[config.mk]
export PLATFORM = sky130hd
export DESIGN_NAME = operand_fwd_unit
export DESIGN_NICKNAME = d
export VERILOG_FILES = /design/src/rtl/operand_fwd_unit.sv
export SDC_FILE = /design/constraint.sdc
export NUM_CORES = 1
export LEC_CHECK = 0
export CAP_MARGIN = 20
export CORE_MARGIN = 5
export CORE_UTILIZATION = 60
export CTS_BUF_LIST = sky130_fd_sc_hd__clkbuf_8
export DETAILED_ROUTE_END_ITERATION = 6
export DONT_BUFFER_PORTS = 1
export GPL_TIMING_DRIVEN = 0
export PLACE_DENSITY = 0.83
export REMOVE_ABC_BUFFERS = 1
export SLEW_MARGIN = 20
export SYNTH_ARGS = -nofsm -noshare
export SYNTH_HDL_FRONTEND = slang
export SYNTH_SLANG_ARGS = --single-unit
[constraint.sdc]
create_clock -name clk -period 4.8 [get_ports clk]
set_input_delay 0.96 -clock clk [delete_from_list [all_inputs] [get_ports clk]]
set_output_delay 0.96 -clock clk [all_outputs]
set_load 0.01 [all_outputs]
[src/rtl/operand_fwd_unit.sv]
`default_nettype none
// +--------------------------------------------------------------------------+
// | operand_fwd_unit : multi-source operand bypass with load-use stall.      |
// | Revision 1.0                                                             |
// +--------------------------------------------------------------------------+
module operand_fwd_unit #(
   parameter int DATA_W     = 32,
   parameter int REG_AW     = 5,
   parameter int NUM_SRC    = 2,
   parameter int HIST_DEPTH = 2,
   parameter int CNT_W      = 16
) (
   input  logic                      clk,
   input  logic                      rst,
   input  logic [NUM_SRC*REG_AW-1:0] i_src_addr,
   input  logic [NUM_SRC-1:0]        i_src_used,
   input  logic [NUM_SRC*DATA_W-1:0] i_src_rf_data,
   input  logic                      i_ex_wen,
   input  logic [REG_AW-1:0]         i_ex_waddr,
   input  logic [DATA_W-1:0]         i_ex_wdata,
   input  logic                      i_ex_is_load,
   input  logic                      i_mem_wen,
   input  logic [REG_AW-1:0]         i_mem_waddr,
   input  logic [DATA_W-1:0]         i_mem_wdata,
   input  logic                      i_mem_data_ready,
   input  logic                      i_wb_wen,
   input  logic [REG_AW-1:0]         i_wb_waddr,
   input  logic [DATA_W-1:0]         i_wb_wdata,
   input  logic                      i_flush,
   output logic [NUM_SRC*DATA_W-1:0] o_src_data,
   output logic [NUM_SRC*3-1:0]      o_fwd_sel,
   output logic                      o_stall_req,
   output logic [CNT_W-1:0]          o_stall_cnt
);

   localparam logic [2:0]       c_SEL_RF   = 3'd0;
   localparam logic [2:0]       c_SEL_EX   = 3'd1;
   localparam logic [2:0]       c_SEL_MEM  = 3'd2;
   localparam logic [2:0]       c_SEL_WB   = 3'd3;
   localparam logic [2:0]       c_SEL_HIST = 3'd4;
   localparam logic [CNT_W-1:0] c_CNT_MAX  = {CNT_W{1'b1}};

   typedef enum logic [0:0] {
      ST_IDLE  = 1'b0,
      ST_STALL = 1'b1
   } state_t;

   state_t                 r_state;
   logic [CNT_W-1:0]       r_stall_cnt;
   logic [HIST_DEPTH-1:0]  r_hist_vld;
   logic [REG_AW-1:0]      r_hist_addr [HIST_DEPTH];
   logic [DATA_W-1:0]      r_hist_data [HIST_DEPTH];

   logic [HIST_DEPTH-1:0]  w_hist_vld;
   logic [NUM_SRC-1:0]     w_haz;
   logic                   w_push;

   // History reads as empty while reset is asserted.
   assign w_hist_vld = rst ? '0 : r_hist_vld;
   assign w_push     = i_wb_wen && (i_wb_waddr != '0);

   generate
      for (genvar i = 0; i < NUM_SRC; i++) begin : g_src
         logic [REG_AW-1:0] w_addr;
         logic [DATA_W-1:0] w_rf;
         logic              w_hist_hit;
         logic [DATA_W-1:0] w_hist_dat;
         logic [DATA_W-1:0] w_data;
         logic [2:0]        w_sel;
         logic              w_haz_i;

         assign w_addr = i_src_addr[i*REG_AW +: REG_AW];
         assign w_rf   = i_src_rf_data[i*DATA_W +: DATA_W];

         // Scan oldest to newest so the newest matching entry wins.
         always_comb begin
            w_hist_hit = 1'b0;
            w_hist_dat = '0;
            for (int k = HIST_DEPTH - 1; k >= 0; k--) begin
               if (w_hist_vld[k] && (r_hist_addr[k] == w_addr)) begin
                  w_hist_hit = 1'b1;
                  w_hist_dat = r_hist_data[k];
               end
            end
         end

         always_comb begin
            w_data  = w_rf;
            w_sel   = c_SEL_RF;
            w_haz_i = 1'b0;
            if (i_src_used[i] && (w_addr != '0)) begin
               if (i_ex_wen && (i_ex_waddr == w_addr)) begin
                  w_data  = i_ex_wdata;
                  w_sel   = c_SEL_EX;
                  w_haz_i = i_ex_is_load;
               end else if (i_mem_wen && (i_mem_waddr == w_addr)) begin
                  w_data  = i_mem_wdata;
                  w_sel   = c_SEL_MEM;
                  w_haz_i = ~i_mem_data_ready;
               end else if (i_wb_wen && (i_wb_waddr == w_addr)) begin
                  w_data  = i_wb_wdata;
                  w_sel   = c_SEL_WB;
               end else if (w_hist_hit) begin
                  w_data  = w_hist_dat;
                  w_sel   = c_SEL_HIST;
               end
            end
         end

         assign o_src_data[i*DATA_W +: DATA_W] = w_data;
         assign o_fwd_sel[i*3 +: 3]            = w_sel;
         assign w_haz[i]                       = w_haz_i;
      end
   endgenerate

   assign o_stall_req = (|w_haz) & ~i_flush;
   assign o_stall_cnt = r_stall_cnt;

   always_ff @(posedge clk) begin
      if (rst) begin
         r_hist_vld <= '0;
      end else if (w_push) begin
         r_hist_vld[0]  <= 1'b1;
         r_hist_addr[0] <= i_wb_waddr;
         r_hist_data[0] <= i_wb_wdata;
         for (int k = 1; k < HIST_DEPTH; k++) begin
            r_hist_vld[k]  <= r_hist_vld[k-1];
            r_hist_addr[k] <= r_hist_addr[k-1];
            r_hist_data[k] <= r_hist_data[k-1];
         end
      end
   end

   always_ff @(posedge clk) begin
      if (rst) begin
         r_state     <= ST_IDLE;
         r_stall_cnt <= '0;
      end else begin
         if (o_stall_req && (r_stall_cnt != c_CNT_MAX)) begin
            r_stall_cnt <= r_stall_cnt + 1'b1;
         end
         case (r_state)
            ST_IDLE:  if (o_stall_req) r_state <= ST_STALL;
            ST_STALL: if (!o_stall_req || i_flush) r_state <= ST_IDLE;
            default:  r_state <= ST_IDLE;
         endcase
      end
   end

endmodule
`default_nettype wire

### After elaboration in Yosys (flattened, before gate mapping)

Memories as Yosys holds them, arrays and structs flattened.
Cells that the tools add are included.

| word-level totals | value |
|---|---|
| register bits after elaboration | 18 |
| bits in latches | 0 |
| bits in writable memories | 74 |
| bits in read-only memories | 0 |
| input bits | 195 |
| output and inout port bits | 87 |
| logic and storage cells | 75 |
| memories kept | 2 |

| cells by class | value |
|---|---|
| $add $sub $neg | 1 |
| multipliers | 0 |
| div/mod/pow operators | 0 |
| $lt $le $gt $ge | 0 |
| eq/ne operators | 11 |
| shift operators | 0 |
| multiplexer cells | 38 |
| bitwise operators | 3 |
| reduce and logical (&&, ||, !) cells | 18 |

Memory list:

| memory | words | bits a word | read ports | clocked after Yosys merged registers in | wr ports | RTL line | source |
|---|---|---|---|---|---|---|---|
| r_hist_data | 2 | 32 | 2 | 0 | 2 | 52 | `logic [DATA_W-1:0] r_hist_data [HIST_DEPTH];` |
| r_hist_addr | 2 | 5 | 2 | 0 | 2 | 51 | `logic [REG_AW-1:0] r_hist_addr [HIST_DEPTH];` |

Operators by type and width:

| cell | count |
|---|---|
| $mux 32 | 14 |
| $eq 5x5->1 | 10 |
| $mux 3 | 10 |
| $add 16x1->16 const B | 1 |
| $ne 16x16->1 const B | 1 |
| $reduce_bool 5->1 | 3 |
| $logic_and 1x1->1 | 14 |
| $mux 1 | 13 |
| $mux 2 | 1 |
| $not 1->1 | 2 |
| $reduce_or 2->1 | 1 |
| $and 1x1->1 | 1 |

### Logic depth before layout (Yosys ltp)

Gate-level depths: netlist (run 1).

| logic depth | value |
|---|---|
| depth in word-level cells | 9 |
| gate-level depth with buffers | 9 |
| gate-level depth less buffers | 8 |

### Worst setup path after synthesis (run 1)

OpenSTA, ideal clock, no wires.

| path | value |
|---|---|
| path kind | input-to-reg |
| start point | in rst |
| end point | mem r_hist_addr[0][0], enable pin |
| setup time | 507 ps |
| arrival | 4675 ps |
| required time | 4293 ps |
| setup slack | -382 ps |
| stages on the path | 4 |
| path buffers | 3 |
| path through | clkbuf_1 clkbuf_1 clkbuf_1 nor2_1 |

RTL lines:

| what | RTL line | source |
|---|---|---|
| from (decl) | 14 | `input logic rst,` |
| to (decl) | 51 |  |

### Worst setup path in the final report (run 1)

| path | value |
|---|---|
| start point | in i_ex_waddr[3] |
| end point | out o_src_data[5] |

| between the ends | value |
|---|---|
| longest elaborated chain between the ends | 4 |

RTL lines:

| what | RTL line | source |
|---|---|---|
| from (decl) | 19 | `input logic [REG_AW-1:0] i_ex_waddr,` |
| $eq 5x5->1 | 92 | `if (i_ex_wen && (i_ex_waddr == w_addr)) begin` |
| $logic_and 1x1->1 | 92 |  |
| $mux 32 | 92 |  |
| $mux 32 | 91 | `if (i_src_used[i] && (w_addr != '0)) begin` |
| to (decl) | 30 | `output logic [NUM_SRC*DATA_W-1:0] o_src_data,` |

Every way passes these cells.

==> results of run 1 <==
==> layer usage <==
layer	global-route usage	part of all wire	up-vias
met5	0	0	-
met4	0.171	0.043	0
met3	0.119	0.15	117
met2	0.568	0.47	717
met1	0.402	0.34	3434
li1	-	-	3044
==> metrics by stage <==
step	std cells	power (W)	setup TNS, ns
finish	908	0.00183	0
global route	908	0.00190	0
CTS	908	0.00183	0
detailed placement	893	0.00129	-6.15
global placement	880	0.00126	-232.68
floorplan	733	0.00120	0
==> sequential cells by signal (all words and copies together) (netlist names) <==
| register | count |
|---|---|
| o_stall_cnt | 16 |
| r_hist_vld | 2 |
| r_hist_addr | 10 |
| r_hist_data | 64 |
==> cells in the mapped netlist, types with 2 or more instances <==
cell	n
o21ba_1	2
nand4_1	5
a21oi_1	9
nor3_1	2
xnor2_1	18
mux2i_1	64
or4_1	4
nor2_1	148
o211a_1	2
nand3_1	12
nor2_2	2
edfxtp_1	74
nor4_1	10
or3_1	3
buf_2	19
a211oi_1	2
o2111a_1	2
o21a_1	5
buf_4	3
a221oi_1	128
nor4_4	2
o21ai_0	5
buf_1	7
xor2_1	33
nor3b_1	2
mux2_1	8
nor3_2	2
nand2_1	76
clkbuf_1	51
o211ai_1	64
dfxtp_1	18
inv_1	3
nor2b_1	11
==> layout make-up <==
| type | count | area (um^2) | share of cell area |
|---|---|---|---|
| Multi-Input combinational cell | 637 | 4490 | 0.580 |
| Timing Repair Buffer | 13 | 267 | 0.0344 |
| Clock buffer | 10 | 138 | 0.0178 |
| Inverter | 4 | 16.3 | 0.00210 |
| Tap cell | 147 | 184 | 0.0238 |
| Sequential cell | 92 | 2580 | 0.334 |
| Clock inverter | 5 | 60.1 | 0.00776 |
==> power groups by stage <==
stage,combinational [W],sequential [W],clock (W)
after floorplan,0.000257,0.000939,0
after detailed placement,0.000349,0.000944,0
after global placement,0.000314,0.000945,0
final,0.000359,0.000927,0.000544
after CTS,0.000353,0.000926,0.000550
after global routing,0.000384,0.000930,0.000587
==> worst paths after layout <==
kind                                         from            endpoint  cells past startpoint
worst min register to register  r_hist_data[0][7]  r_hist_data[0][39]                      0
worst max register to register     o_stall_cnt[4]      o_stall_cnt[3]                      7
worst min-delay path            r_hist_data[0][7]  r_hist_data[0][39]                      0
worst max-delay path                i_ex_waddr[3]       o_src_data[5]                      6
==> cells by family after synthesis <==
kind of cell / after synthesis / share of synthesized area
simple gates: 287 / 0.177
compound gates: 224 / 0.251
flops: 92 / 0.354
buf+inv: 85 / 0.0497
mux: 74 / 0.105
xor+xnor: 51 / 0.0612
fa+ha+maj: 1 / 0.00171
==> critical path: stages <==
cell and delay [ns]:
xor2_1 0.14, nor4_2 0.36, nand3_4 0.55, nand2_4 0.68
a221oi_1 0.15, a221oi_1 0.65
==> cell usage in the layout, fill, tap and decap left out, types with 6 or more instances in the layout <==
master and instances:
xnor2_1 18, nor2_1 145, clkbuf_8 10, xor2_1 33
edfxtp_1 74, mux2i_1 64, a221oi_1 128, nand3_4 6
a21oi_1 9, o211ai_1 64, nand2_1 74, dfxtp_1 18
nor4_1 10, mux2_1 8, nor2b_1 9, nand3_1 8
==> impl_metrics.tcl, run 1 <==
set metrics [dict create \
    final_area_mm2 0.00774 \
    cp.arrival_ns 3.51 \
    num_vias 7312 \
    async_flop_share 0 \
    cts-root-buf "clkbuf_8" \
    synthCells 814 \
    maxSlewHeadroom 0.403 \
    dpl.hpwl_um 17800 \
    whs_ns 0.482 \
    synth_edf_count 74 \
    cp.required_ns 3.84 \
    place_ws_ns -0.393 \
    vdd_ir_drop_max_v 0.000178 \
    synth.avg_cell_area_um2 8.96 \
    yosysSeqAreaShare 0.354 \
    pin_count 282 \
    fill_cells 943 \
    worstMarginPinSlew_ns 0.887 \
    die_y_um 120 \
    fin_ws_ns 0.327 \
    rsz0062_at_grt "no" \
    cts_setup_buffers 0 \
    yosys_warnings 0 \
    ys_seq_elements 92 \
    wire_per_inst_um 28.7 \
    switchingPower_w 0.000536 \
    leakage_nw 3.13 \
    antenna_cells 0 \
    syn-cell-area_mm2 0.00730 \
    cts.sinks 92 \
    cts.path.max_buffers 2 \
    grt_antenna_before_repair 1 \
    fmax_mhz 224 \
    synth_top_area_cell "edfxtp_1" \
    grt_max_degree 66 \
    synth_top_area_share 0.305 \
    num-nets-final 953 \
    clkPwrFrac 0.297 \
    rows 40 \
    rrSetupSlack_ns 2.40 \
    finalWeightedCongestion 0.912 \
    p_per_area_mw_per_mm2 237 \
    clock_latency_ns 0.37 \
    setup_violations 0 \
    drt-initial-drc-count 1050 \
    finalCritPeriodShare 0.932 \
    place_area_mm2 0.00752 \
    status "complete, but fails checks" \
    syn_to_final_growth_pct 6.02 \
    dr.pass1.iters 7 \
    synth.area.top_cells "edfxtp_1, a221oi_1, mux2i_1" \
    fin_util 0.647 \
    cts.reportedPaths.clkPinSlew_ns 0.09 \
    grt_pass1_wl_um 39600 \
    cts_tree "built" \
    cts_resized 2 \
    viasPerCell 8.05 \
    ant_nets 0 \
    internal_power_w 0.00129 \
    min_path_type "flop to flop" \
    grtUsageTotal 0.345 \
    pwr-share-comb 0.196 \
    ys.flop_type "edfxtp_1" \
    drive_gt1_frac 0.0736 \
    core_mm2 0.0120 \
    cp_max_fo 36 \
    start_util 0.610 \
    cts_max_level 3 \
    io_buffers 0 \
    drv_cap 0 \
    violations "DRC" \
    hold_violations 0 \
    worstSetupEndpointType "output port" \
    worst-setup-path-type "input port to output port" \
    p_sw_frac 0.293 \
    numCtsBuffers 9 \
    synth_cell_types 51 \
    finClkSkew_ns 0.0137 \
    hold_buffers 0 \
    seqPwrFrac 0.507 \
    dieArea_mm2 0.0145 \
    startpoint_type "input port" \
    overflow 0 \
    grt_pass1_vias 7235 \
    final.min_clock_period_ns 4.47 \
    die_w_um 120 \
    drt-total-wl_um 26000 \
    maxSlewViolCount 0 \
    drcViolationCount 2 \
]
Power figures use the tool's default switching activity.
==> inputs of run 2 (changes only) <==
ABC_AREA = 1   (was default)
==> impl_metrics.tcl, run 2 <==
set metrics [dict create \
    vdd_ir_drop_max_v 0.000151 \
    dr.pass1.iters 6 \
    grt_max_degree 66 \
    yosysSeqAreaShare 0.299 \
    cp.arrival_ns 3.58 \
    synth_compound_area_frac 0.119 \
    hold_violations 0 \
    hold_end "r_hist_data[0][60]" \
    muxShareOfSynthArea 0 \
    ys.flop_type "edfxtp_1" \
    synth_xor_area_frac 0.0213 \
    pin_count 282 \
    dieArea_mm2 0.0169 \
    finClkSkew_ns 0.00633 \
    drt-total-wl_um 28600 \
    reg2reg_depth 10 \
    die_y_um 130 \
    synth_top_area_cell "edfxtp_1" \
    cts_max_level 3 \
    ant_nets 0 \
    antenna_cells 0 \
    core_mm2 0.0140 \
    yosys_warnings 0 \
    total_power_w 0.00196 \
    grtUsageTotal 0.324 \
    viasPerCell 6.11 \
    maxSlewHeadroom 0.358 \
    synth_top_family_by_area "simple AND/OR/NAND/NOR gates" \
    r2r-end "o_stall_cnt[1]" \
    p_per_area_mw_per_mm2 221 \
    grt_pass1_wl_um 43700 \
    hold_buffers 0 \
    drive_gt1_frac 0.0590 \
    maxSlewViolCount 0 \
    synth_cell_types 37 \
    worstMarginPinSlew_ns 0.960 \
    cts.path.max_buffers 2 \
    cts_setup_buffers 0 \
    yosysMostFrequentCell "nand2_1" \
    finalCritPeriodShare 0.945 \
    r2r_start "o_stall_cnt[0]" \
    fin_util 0.636 \
    synth.area.top_cells "edfxtp_1, nand2_1, nand3_1" \
    die_w_um 130 \
    drv_cap 0 \
    worst-setup-path-type "input port to output port" \
    cts_tree "built" \
    num-nets-final 1547 \
    io_buffers 0 \
    numCtsBuffers 9 \
    wire_per_inst_um 18.6 \
    min_path_type "flop to flop" \
    drcViolationCount 0 \
    overflow 0 \
    start_util 0.618 \
    mostFrequentLayoutCell "nand2_1" \
    cp.required_ns 3.84 \
    rrSetupSlack_ns 2.45 \
    final.min_clock_period_ns 4.54 \
    dpl.hpwl_um 19300 \
    top_register "r_hist_data" \
    synth_top_area_share 0.257 \
    synthCells 1416 \
    synth_commonest_cells "nand2_1, inv_1, nand3_1" \
    status "finished clean" \
    syn-cell-area_mm2 0.00865 \
    mostFrequentLayoutCells "nand2_1, inv_1, nand3_1, nor2_1, a21oi_1" \
    cts.sinks 92 \
    clock_latency_ns 0.36 \
    async_flop_share 0 \
    synth.avg_cell_area_um2 6.11 \
    num_vias 9387 \
    leakage_nw 4.33 \
    grt_pass1_vias 8559 \
    largest_reg_flops 64 \
    finalWeightedCongestion 0.948 \
    fmax_mhz 220 \
    final_cells 1536 \
    ys_seq_elements 92 \
    drt-initial-drc-count 1139 \
    holdPathStages 0 \
    synth_edf_count 74 \
    hp-start "r_hist_data[0][28]" \
    grt_antenna_before_repair 0 \
    dp_cells 1520 \
    cp_max_fo 35 \
    setup_violations 0 \
    rsz0062_at_grt "no" \
    startpoint_type "input port" \
    cts-root-buf "clkbuf_8" \
    cts.reportedPaths.clkPinSlew_ns 0.09 \
    rows 43 \
    yosys.area_share.adder 0.00145 \
    synth_simple_gate_area_share 0.426 \
    syn_to_final_growth_pct 2.85 \
    worstSetupEndpointType "output port" \
]
==> run 2: how the worst max path moves through the flow <==
stage                       start                 to  slack [ns]  cells past startpoint
finish              i_src_addr[3]     o_src_data[12]        0.26                     10
global route        i_src_addr[3]     o_src_data[12]        0.05                     10
global placement    i_src_addr[6]       o_fwd_sel[5]       -1.45                      4
floorplan           i_wb_waddr[1]  r_hist_addr[0][0]        0.02                      4
CTS                           rst       o_fwd_sel[5]        0.02                      7
detailed placement            rst       o_fwd_sel[5]       -0.25                      7
==> run 2: final cells by class <==
cell class,instances,area [um^2]
fillers,1352,5090
multi-input cells,1054,4960
flip-flops and latches,92,2580
inverters,187,707
well taps,180,225
repair buffers,7,178
clock buffers,12,165
clock inverters,4,72.6
==> run 2: timing repair <==
| action | CTS | global route |
|---|---|---|
| endpoints found under the hold margin | 0 | 0 |
| endpoints found under the setup margin | 31 | 32 |
| resized for setup | 1 | 2 |
| cloned | 0 | 0 |
==> run 2: worst max-delay path, stage by stage <==
cell and delay, ns:
inv_2 0.15, nor2_1 0.07, nor3_1 0.28, nand2_2 0.61, nand2_2 0.92, o22ai_1 0.14
nor2_1 0.15, nand2_1 0.08, nand2_1 0.06, nand2_1 0.15
==> run 2: report_power, final <==
part,total (W),switching (W),internal [W]
clock,0.000613,0.000277,0.000336
combinational,0.000422,0.000281,0.000140
sequential,0.000927,0.0000242,0.000903
==> run 2: cell families after synthesis <==
kind of cell	after synthesis
buffers and inverters	270
flip-flops	92
AND/OR/NAND/NOR	853
AO/OA/AOI/OAI	179
XOR/XNOR	21
adder cells (fa/ha/maj)	1
==> run 2: layer usage <==
layer  routed length [um]  global-route usage
met1                10800               0.411
met2                13500               0.533
met3                 3380              0.0753
met4                  877               0.131
met5                    0                   0
==> run 2: stage by stage <==
step           hold WS, ns  setup slack (ns)  area [um^2]  setup TNS (ns)
6_report             0.483             0.262         8890               0
5_1_grt              0.488            0.0510         8890               0
4_1_cts              0.482            0.0222         8880               0
3_5_place_dp         0.461            -0.254         8640           -5.60
3_3_place_gp         0.457             -1.45         8420         -165.95
2_1_floorplan        0.449            0.0177         8200               0
==> inputs of run 3 (changes only) <==
TNS_END_PERCENT = 20   (was default)
==> results of run 3 <==
The final DEF is identical to that of run 2; final timing and power are the same.
